File: config.mk
export PLATFORM = sky130hd
export DESIGN_NAME = muldiv_sequencer_flat
export DESIGN_NICKNAME = d
export VERILOG_FILES = /design/src/rtl/muldiv_sequencer_if.sv /design/src/rtl/muldiv_sequencer.sv /design/src/flat_wrapper.sv
export SDC_FILE = /design/constraint.sdc
export NUM_CORES = 1
export LEC_CHECK = 0
export CAP_MARGIN = 10
export CORE_ASPECT_RATIO = 0.9
export CORE_MARGIN = 5
export CORE_UTILIZATION = 31
export CTS_CLUSTER_DIAMETER = 50
export DETAILED_ROUTE_END_ITERATION = 16
export PLACE_DENSITY = 0.59
export SETUP_SLACK_MARGIN = 0.02
export SLEW_MARGIN = 30
export SYNTH_ARGS = -nofsm -noshare
export SYNTH_HDL_FRONTEND = slang
export SYNTH_SLANG_ARGS = --single-unit
File: constraint.sdc
create_clock -name clk -period 10.7 [get_ports clk]
set_input_delay 1.605 -clock clk [delete_from_list [all_inputs] [get_ports clk]]
set_output_delay 1.605 -clock clk [all_outputs]
set_load 0.005 [all_outputs]
File: src/rtl/muldiv_sequencer_if.sv
// Interface bundling the EX-stage request, flush, and result/status signals of
// the multiply/divide sequencer.
//   master : EX-stage side; drives ex_valid, Opcode, Function, rs_data, rt_data, flush
//   slave  : sequencer side; drives stall, busy, done, hilo_rdata, hi, lo
interface muldiv_sequencer_if #(
  parameter int unsigned WIDTH = 32
);
  logic             ex_valid;
  logic [5:0]       Opcode;
  logic [5:0]       Function;
  logic [WIDTH-1:0] rs_data;
  logic [WIDTH-1:0] rt_data;
  logic             flush;
  logic             stall;
  logic             busy;
  logic             done;
  logic [WIDTH-1:0] hilo_rdata;
  logic [WIDTH-1:0] hi;
  logic [WIDTH-1:0] lo;

  modport master (
    output ex_valid, Opcode, Function, rs_data, rt_data, flush,
    input  stall, busy, done, hilo_rdata, hi, lo
  );

  modport slave (
    input  ex_valid, Opcode, Function, rs_data, rt_data, flush,
    output stall, busy, done, hilo_rdata, hi, lo
  );
endinterface

File: src/rtl/muldiv_sequencer.sv
// Iterative MIPS multiply/divide sequencer for the EX stage. Decodes the R-type
// mult/multu/div/divu/mfhi/mthi/mflo/mtlo instructions, runs a shared shift-add /
// restoring-divide datapath for WIDTH iterations, owns HI/LO and stalls the pipe
// on HI/LO hazards while an operation is in flight.
//   clk   : rising-edge clock
//   reset : asynchronous active-high reset
//   bus   : muldiv_sequencer_if.slave (request inputs, flush, stall/busy/done, HI/LO)
// Optional: define MULDIV_EARLY_TERM_EN to end a multiply as soon as the remaining
// multiplier bits are zero (divide latency is unaffected).
module muldiv_sequencer #(
  parameter int unsigned WIDTH = 32
) (
  input  logic                 clk,
  input  logic                 reset,
  muldiv_sequencer_if.slave    bus
);
  localparam int unsigned CW = $clog2(WIDTH + 1);

  typedef enum logic [1:0] {StIdle, StRun, StSign} state_e;

  state_e               state_q, state_d;
  logic [CW-1:0]        count_q, count_d;
  // Multiply: product accumulator. Divide: {remainder, dividend/quotient}.
  logic [2*WIDTH-1:0]   prod_q, prod_d;
  // Multiply: left-shifting multiplicand. Divide: divisor in the low half.
  logic [2*WIDTH-1:0]   mcand_q, mcand_d;
  logic [WIDTH-1:0]     mplier_q, mplier_d;
  logic                 is_div_q, is_div_d;
  logic                 neg_lo_q, neg_lo_d;   // negate product / quotient
  logic                 neg_hi_q, neg_hi_d;   // negate remainder
  logic [WIDTH-1:0]     hi_q, hi_d, lo_q, lo_d;
  logic                 done_q, done_d;

  // Decode
  logic is_r, op_mult, op_multu, op_div, op_divu, op_mfhi, op_mthi, op_mflo, op_mtlo;
  logic is_md, is_hilo, start;
  assign is_r     = bus.ex_valid && (bus.Opcode == 6'd0);
  assign op_mult  = is_r && (bus.Function == 6'd24);
  assign op_multu = is_r && (bus.Function == 6'd25);
  assign op_div   = is_r && (bus.Function == 6'd26);
  assign op_divu  = is_r && (bus.Function == 6'd27);
  assign op_mfhi  = is_r && (bus.Function == 6'd16);
  assign op_mthi  = is_r && (bus.Function == 6'd17);
  assign op_mflo  = is_r && (bus.Function == 6'd18);
  assign op_mtlo  = is_r && (bus.Function == 6'd19);
  assign is_md    = op_mult || op_multu || op_div || op_divu;
  assign is_hilo  = is_md || op_mfhi || op_mthi || op_mflo || op_mtlo;
  assign start    = is_md && (state_q == StIdle) && !bus.flush;

  // Operand magnitudes and signs
  logic             rs_neg, rt_neg;
  logic [WIDTH-1:0] rs_mag, rt_mag;
  assign rs_neg = (op_mult || op_div) && bus.rs_data[WIDTH-1];
  assign rt_neg = (op_mult || op_div) && bus.rt_data[WIDTH-1];
  assign rs_mag = rs_neg ? -bus.rs_data : bus.rs_data;
  assign rt_mag = rt_neg ? -bus.rt_data : bus.rt_data;

  // Restoring divide step: shift in the next dividend bit, trial-subtract the divisor.
  logic [WIDTH:0] rem_sh, diff;
  assign rem_sh = {prod_q[2*WIDTH-1:WIDTH], prod_q[WIDTH-1]};
  assign diff   = rem_sh - {1'b0, mcand_q[WIDTH-1:0]};

  // Sign correction applied in StSign
  logic [2*WIDTH-1:0] prod_fix;
  logic [WIDTH-1:0]   quo_fix, rem_fix;
  assign prod_fix = neg_lo_q ? -prod_q : prod_q;
  assign quo_fix  = neg_lo_q ? -prod_q[WIDTH-1:0] : prod_q[WIDTH-1:0];
  assign rem_fix  = neg_hi_q ? -prod_q[2*WIDTH-1:WIDTH] : prod_q[2*WIDTH-1:WIDTH];

  always_comb begin
    state_d  = state_q;
    count_d  = count_q;
    prod_d   = prod_q;
    mcand_d  = mcand_q;
    mplier_d = mplier_q;
    is_div_d = is_div_q;
    neg_lo_d = neg_lo_q;
    neg_hi_d = neg_hi_q;
    hi_d     = hi_q;
    lo_d     = lo_q;
    done_d   = 1'b0;

    unique case (state_q)
      StIdle: begin
        if (start) begin
          is_div_d = op_div || op_divu;
          count_d  = CW'(WIDTH);
          state_d  = StRun;
          if (op_div || op_divu) begin
            // A zero divisor yields an all-ones quotient; keep it un-negated.
            neg_lo_d = (rs_neg ^ rt_neg) && (bus.rt_data != '0);
            neg_hi_d = rs_neg;
            prod_d   = {{WIDTH{1'b0}}, rs_mag};
            mcand_d  = {{WIDTH{1'b0}}, rt_mag};
          end else begin
            neg_lo_d = rs_neg ^ rt_neg;
            neg_hi_d = 1'b0;
            prod_d   = '0;
            mcand_d  = {{WIDTH{1'b0}}, rs_mag};
            mplier_d = rt_mag;
`ifdef MULDIV_EARLY_TERM_EN
            if (rt_mag == '0) state_d = StSign;
`endif
          end
        end else begin
          if (op_mthi) hi_d = bus.rs_data;
          if (op_mtlo) lo_d = bus.rs_data;
        end
      end
      StRun: begin
        count_d = count_q - CW'(1);
        if (is_div_q) begin
          if (!diff[WIDTH]) prod_d = {diff[WIDTH-1:0], prod_q[WIDTH-2:0], 1'b1};
          else              prod_d = {rem_sh[WIDTH-1:0], prod_q[WIDTH-2:0], 1'b0};
        end else begin
          if (mplier_q[0]) prod_d = prod_q + mcand_q;
          mcand_d  = mcand_q << 1;
          mplier_d = mplier_q >> 1;
        end
        if (count_q == CW'(1)) state_d = StSign;
`ifdef MULDIV_EARLY_TERM_EN
        // Multiplicand is pre-shifted, so no outstanding shift remains to apply.
        if (!is_div_q && ((mplier_q >> 1) == '0)) state_d = StSign;
`endif
      end
      StSign: begin
        state_d = StIdle;
        done_d  = 1'b1;
        if (is_div_q) begin
          lo_d = quo_fix;
          hi_d = rem_fix;
        end else begin
          hi_d = prod_fix[2*WIDTH-1:WIDTH];
          lo_d = prod_fix[WIDTH-1:0];
        end
      end
      default: state_d = StIdle;
    endcase

    // Flush squashes an in-flight op, including its writeback.
    if (bus.flush && (state_q != StIdle)) begin
      state_d = StIdle;
      done_d  = 1'b0;
      hi_d    = hi_q;
      lo_d    = lo_q;
    end
  end

  always_ff @(posedge clk or posedge reset) begin
    if (reset) begin
      state_q  <= StIdle;
      count_q  <= '0;
      prod_q   <= '0;
      mcand_q  <= '0;
      mplier_q <= '0;
      is_div_q <= 1'b0;
      neg_lo_q <= 1'b0;
      neg_hi_q <= 1'b0;
      hi_q     <= '0;
      lo_q     <= '0;
      done_q   <= 1'b0;
    end else begin
      state_q  <= state_d;
      count_q  <= count_d;
      prod_q   <= prod_d;
      mcand_q  <= mcand_d;
      mplier_q <= mplier_d;
      is_div_q <= is_div_d;
      neg_lo_q <= neg_lo_d;
      neg_hi_q <= neg_hi_d;
      hi_q     <= hi_d;
      lo_q     <= lo_d;
      done_q   <= done_d;
    end
  end

  assign bus.stall      = is_hilo && (state_q != StIdle);
  assign bus.busy       = (state_q != StIdle);
  assign bus.done       = done_q;
  assign bus.hi         = hi_q;
  assign bus.lo         = lo_q;
  assign bus.hilo_rdata = op_mfhi ? hi_q : (op_mflo ? lo_q : '0);
endmodule
File: src/flat_wrapper.sv
// flat-port wrapper written by rule: the top's interface ports become plain ports
module muldiv_sequencer_flat 
#(
  parameter int unsigned WIDTH = 32
)
  (clk, reset, bus_ex_valid, bus_Opcode, bus_Function, bus_rs_data, bus_rt_data, bus_flush, bus_stall, bus_busy, bus_done, bus_hilo_rdata, bus_hi, bus_lo);
  muldiv_sequencer_if #(.WIDTH(WIDTH)) bus_i ();
  input  logic clk;
  input  logic reset;
  input wire logic [$bits(bus_i.ex_valid)-1:0] bus_ex_valid;
  input wire logic [$bits(bus_i.Opcode)-1:0] bus_Opcode;
  input wire logic [$bits(bus_i.Function)-1:0] bus_Function;
  input wire logic [$bits(bus_i.rs_data)-1:0] bus_rs_data;
  input wire logic [$bits(bus_i.rt_data)-1:0] bus_rt_data;
  input wire logic [$bits(bus_i.flush)-1:0] bus_flush;
  output wire logic [$bits(bus_i.stall)-1:0] bus_stall;
  output wire logic [$bits(bus_i.busy)-1:0] bus_busy;
  output wire logic [$bits(bus_i.done)-1:0] bus_done;
  output wire logic [$bits(bus_i.hilo_rdata)-1:0] bus_hilo_rdata;
  output wire logic [$bits(bus_i.hi)-1:0] bus_hi;
  output wire logic [$bits(bus_i.lo)-1:0] bus_lo;
  assign bus_i.ex_valid = bus_ex_valid;
  assign bus_i.Opcode = bus_Opcode;
  assign bus_i.Function = bus_Function;
  assign bus_i.rs_data = bus_rs_data;
  assign bus_i.rt_data = bus_rt_data;
  assign bus_i.flush = bus_flush;
  assign bus_stall = bus_i.stall;
  assign bus_busy = bus_i.busy;
  assign bus_done = bus_i.done;
  assign bus_hilo_rdata = bus_i.hilo_rdata;
  assign bus_hi = bus_i.hi;
  assign bus_lo = bus_i.lo;
  muldiv_sequencer #(.WIDTH(WIDTH)) u_core (.clk(clk), .reset(reset), .bus(bus_i));
endmodule
; Word-level counts from Yosys, hierarchy flattened
; Index checks and enable logic that the tools add are counted.
[op_classes]
reduce_logical = 40
n_addsub = 8
n_mux = 39
n_mul = 0
n_shift = 0
n_bitwise = 2
n_eq_ne = 20
div = 0
order_cmp = 0
[ops]
columns = operator, n
row1 = 2-to-1 mux 32 bit, 17
row2 = 2-to-1 mux 64 bit, 7
row3 = one-hot mux 64 bit (2 select lines), 2
row4 = one-hot mux 32 bit (2 select lines), 3
row5 = negation 32 bit, 4
row6 = adder 64 bit, 1
row7 = negation 64 bit, 1
row8 = equality test 6 x 5 -> 1 bit (second input constant), 8
row9 = subtractor 33 x 32 -> 33 bit, 1
row10 = nonzero test 32 bit, 1
row11 = logical AND 1 bit, 16
row12 = one-hot mux 6 bit (2 select lines), 1
row13 = AND reduction 4 bit, 3
row14 = logical OR 1 bit, 9
row15 = equality test 6 x 1 -> 1 bit (second input constant), 1
row16 = logical NOT 6 bit, 1
row17 = 2-to-1 mux 2 bit, 3
row18 = 2-to-1 mux 6 bit, 1
row19 = != test 2 x 1 -> 1 bit (second input constant), 3
row20 = != test 2 bit (second input constant), 3
row21 = != test 3 x 1 -> 1 bit (second input constant), 2
row22 = AND reduction 2 bit, 3
row23 = AND reduction 3 bit, 2
row24 = nonzero test 2 bit, 3
row25 = other kinds (10), 13
[totals]
latchBits = 0
mem_bits_ro = 0
input_bits = 80
wordCells = 120
memories = 0
ramBits = 0
output_inout_bits = 99
register_bits = 236

; Depth between registers and ports, before layout
[logic_depth]
depth_word = 11
depth_mapped = 15
depth_no_buf = 13

; Least setup slack after synthesis
; Ideal clock, no wire load.
[synth_timing]
path_kind = input -> output
from = input bus_Opcode[5]
to = output bus_hilo_rdata[10]
slack_ns = 6.222
path_buffers = 2
path_stages = 6
required_ns = 9.095
arrival_ns = 2.873
cell_sequence = nor4b_1 nand3_1 or3_1 clkbuf_1 clkbuf_1 nor2_1
[synth_between]
elab_chain_cells = 5
elab_cells_between_ends = 6
classes_between = mux: 2 / reduce/logical: 4
[synth_rtl]
columns = item, line_no
row1 = from (decl), flat_wrapper.sv:11  ; input wire logic [$bits(bus_i.Opcode)-1:0] bus_Opcode;
row2 = logical NOT 6 bit (*), muldiv_sequencer.sv:37  ; assign is_r = bus.ex_valid && (bus.Opcode == 6'd0);
row3 = logical AND 1 bit (*), muldiv_sequencer.sv:37
row4 = logical AND 1 bit, muldiv_sequencer.sv:44  ; assign op_mflo = is_r && (bus.Function == 6'd18);
row5 = 2-to-1 mux 32 bit, muldiv_sequencer.sv:182  ; assign bus.hilo_rdata = op_mfhi ? hi_q : (op_mflo ? lo_q : '0);
row6 = 2-to-1 mux 32 bit (*), muldiv_sequencer.sv:182
row7 = to (decl), flat_wrapper.sv:19  ; output wire logic [$bits(bus_i.hilo_rdata)-1:0] bus_hilo_rdata;
; Mark *: on every way between the ends. The rest lies on a longest branch, timed or not.

; Worst setup path after layout
[layout_timing]
from = input bus_Opcode[5]
to = output bus_hilo_rdata[17]
; The elaborated chain is that of the path after synthesis.

==> metrics <==
sequential share of the synthesized area=29.8%; clock transition at the registers of the reported paths=0.06 ns; Critical Path End=bus_hilo_rdata[17]; Post-DP Area=between 20000 and 25000 um2; CTS tree=yes; Flop pwr share=between 30% and 40%; slowest CP cell=clkdlybuf4s50_1; clk_lat worst skew=between 0.5 and 0.6 ns; outcome=completed; initial DRC count=between 2000 and 2500; period utilization=a little over half; GRT Overall Usage=21.5%; clock share of power=37.0%; Crit path required time=between 9 and 10 ns; Post-synth EDFFs=0; Most common cell on crit path=clkdlybuf4s50_1; share of cells above drive strength 1=approximately 5.0%; I/O pin cnt=approximately 180; post-synthesis cell area=slightly below 20000 um2; WL final=77.3 mm; Leak Pwr=a little under 10 nW; syn nets=2779; Crit path largest cell delay=between 0.6 and 0.7 ns; Syn Area/Cell=about 7.6 um2; Sw Ratio=a little under two fifths; Rows=between 80 and 90; Starting Density=31.1%; crit path cell chain=clkdlybuf4s50_1 -> nor4b_1 -> nand3_1 -> or3_1 -> buf_4 -> nor2_1 -> clkdlybuf4s50_1; CTS sink cnt=around 240; routed wire length per instance=21.6 um; Setup CP Type=input pin to output port; post-route cell area=about 24000 um2; R2R depth=13; DR vias=20168; Die Area=~69000 um2; fin. max-slew vios=0; share of total power in combinational logic=just over 30%; final core occ=37.2%; main flop type after synthesis=dfrtp_1; yosys warns=0; DRC Markers=0; max_cap viols=0; Die Wd=277 um; H-tree Lvls=2; Mapped Cells=between 2000 and 3000; Pwr per Cell Area=between 100 and 150 nW/um2; Via density=between 5 and 6; setup TNS=0 ns; Net Sw Power=1.23 mW; Max Freq=0.170 GHz; initial antenna violation count=2; Core Region=63800 um2; vias in the first global route=about 19000; internal power=between 2 and 2.5 mW; total gr overflow=0; Crit. End Element=output port; total power=around 3.3 mW; Rel. slew slack=roughly two fifths; count of input and output buffers=approximately 180; crit path from=bus_Opcode[5]; Worst R2R Start=u_core.prod_q[31]; #FFs+latches synth=around 240; nets@finish=about 2900; Area Growth Syn to Fin=19.5%; TritonCTS Buffers=39; largest net degree at the start of global routing=112; crit path time final=around 6 ns; Setup crit start kind=input pin; Setup Buffers After CTS=0; cts repair resizes=0; Final setup viols=0; post-route clock skew=0.0171 ns; final number of hold-violating endpoints=0; die height=250 um; FF-to-FF setup slack=just under 6 ns; count of cell types in the netlist=just under 80; DRT Pass-1 Iters=5; Hold-fix buffers, CTS=0; clock tree buffer depth=3; hold crit path type=flip-flop to flip-flop; number of diodes=0; Root Buffer Master=clkbuf_16; unrepaired setup endpoints after global routing=no; Routed Antenna Nets=0; global-route wire length before repair=around 120 mm; Max rail drop VDD=~0.095 mV; Final HPWL DP=58.7 mm; CP Max Fanout=32; worst slew pin tran=0.880 ns; Crit Reg-Reg Endpoint=u_core.prod_q[62]; ys async rst share=100%; routability cong.=between 0.9 and 1; critical path data arrival time=roughly 4.3 ns
[metal layers]
layer	part of all wire [%]	routed length (um)	global-route usage, %
met1	47	36500	32.5
met2	39	30500	30.0
met3	11	8370	5.84
met4	2.5	1930	5.58
met5	0.017	13	0
[flip-flops by register name, indices dropped and copies added (netlist names)]
register,cells
u_core.state_q,2
u_core.neg_hi_q,1
u_core.count_q,6
u_core.bus.lo,32
u_core.bus.hi,32
u_core.mplier_q,32
u_core.mcand_q,64
u_core.prod_q,64
u_core.neg_lo_q,1
u_core.is_div_q,1
u_core.bus.done,1
[worst min path at each step]
stage                         from                  end  slack, ns  cells after the start
2_1_floorplan  u_core.mplier_q[31]  u_core.mplier_q[31]       0.45                      2
3_3_place_gp   u_core.mplier_q[25]  u_core.mplier_q[25]       0.46                      2
3_5_place_dp   u_core.mplier_q[24]  u_core.mplier_q[24]       0.47                      2
4_1_cts         u_core.mplier_q[4]   u_core.mplier_q[4]       0.48                      2
5_1_grt        u_core.mplier_q[23]  u_core.mplier_q[23]       0.49                      2
6_report       u_core.mplier_q[13]  u_core.mplier_q[13]       0.48                      2
[placed cells by master, fill, tap and decap left out, types with 19 or more instances in the layout]
cell and instances:
mux2i_1 67, nand4_1 21, a22oi_1 20, o21bai_1 19, o21ai_0 247, clkdlybuf4s50_1 177
nand2b_1 26, o31ai_1 71, o211ai_1 25, ha_1 101, xor2_1 87, nand3_1 39
a21o_1 43, nor2_1 313, nor3_1 37, a211oi_1 37, inv_1 82, dfrtp_1 235
nand2_1 345, xnor2_1 114, buf_4 32, clkbuf_16 40, a21oi_1 234
[power groups by stage]
stage | logic, mW | registers, mW | clock network (mW)
finish | 1.02 | 1.09 | 1.24
global route | 1.12 | 1.09 | 1.30
CTS | 1.00 | 1.08 | 1.26
detailed placement | 0.995 | 1.09 | 0
global placement | 0.996 | 1.10 | 0
floorplan | 0.733 | 1.05 | 0
[logic make-up after synthesis]
group	synth area share, %
AND/OR/NAND/NOR	20.1
AO/OA/AOI/OAI	26.7
buffers and inverters	4.53
flip-flops	29.8
XOR/XNOR	8.87
adder cells (fa/ha/maj)	6.57
multiplexers	3.44
[metrics by stage]
stage / hold WS, ns / setup WS, ns / instances
6_report: 0.479 / 4.82 / 3575
3_3_place_gp: 0.460 / 4.96 / 3509
2_1_floorplan: 0.448 / 2.62 / 2596
4_1_cts: 0.480 / 4.92 / 3575
5_1_grt: 0.493 / 4.74 / 3575
3_5_place_dp: 0.470 / 4.92 / 3509
[Yosys cell counts (8+ instances only)]
library cell,instances,share of area (%)
xnor2_1,114,5.0
nor4_1,12,0.38
buf_2,11,0.28
and3_1,14,0.44
o31ai_1,71,2.7
o41ai_1,15,0.66
o211ai_1,25,0.95
nor2b_1,18,0.57
nand3_1,39,0.98
nand2_1,347,6.6
clkbuf_1,123,2.3
a31oi_1,16,0.50
o21ai_1,8,0.20
o21a_1,14,0.53
a21oi_1,235,5.9
mux2i_1,67,3.4
nand2b_1,28,0.88
ha_1,101,6.4
a221oi_1,18,0.79
a22oi_1,20,0.76
a211oi_1,37,1.4
inv_1,83,1.6
nor2_1,316,6.0
and2_1,8,0.25
a21o_1,43,1.6
nand4_1,21,0.66
dfrtp_1,236,30
o21bai_1,19,0.72
xor2_1,87,3.8
o21ai_0,249,6.3
buf_1,19,0.36
o221ai_1,11,0.49
or4_1,12,0.45
nor3_1,38,0.96
or3_1,16,0.50
[layout make-up]
| cell class | instances | area [um2] |
|---|---|---|
| fillers | 6670 | 40000 |
| multi-input cells | 2124 | 13100 |
| flip-flops and latches | 236 | 5910 |
| repair buffers | 211 | 2030 |
| clock buffers | 49 | 1080 |
| well taps | 855 | 1070 |
| inverters | 83 | 319 |
| clock inverters | 17 | 169 |
[worst max-delay path: cells and delay by family]
kind / cells / cell delay [ns]
buffers and inverters: 3 / 1.43
AND/OR/NAND/NOR: 4 / 1.19
Note: power is estimated with default switching activity, not from simulation.
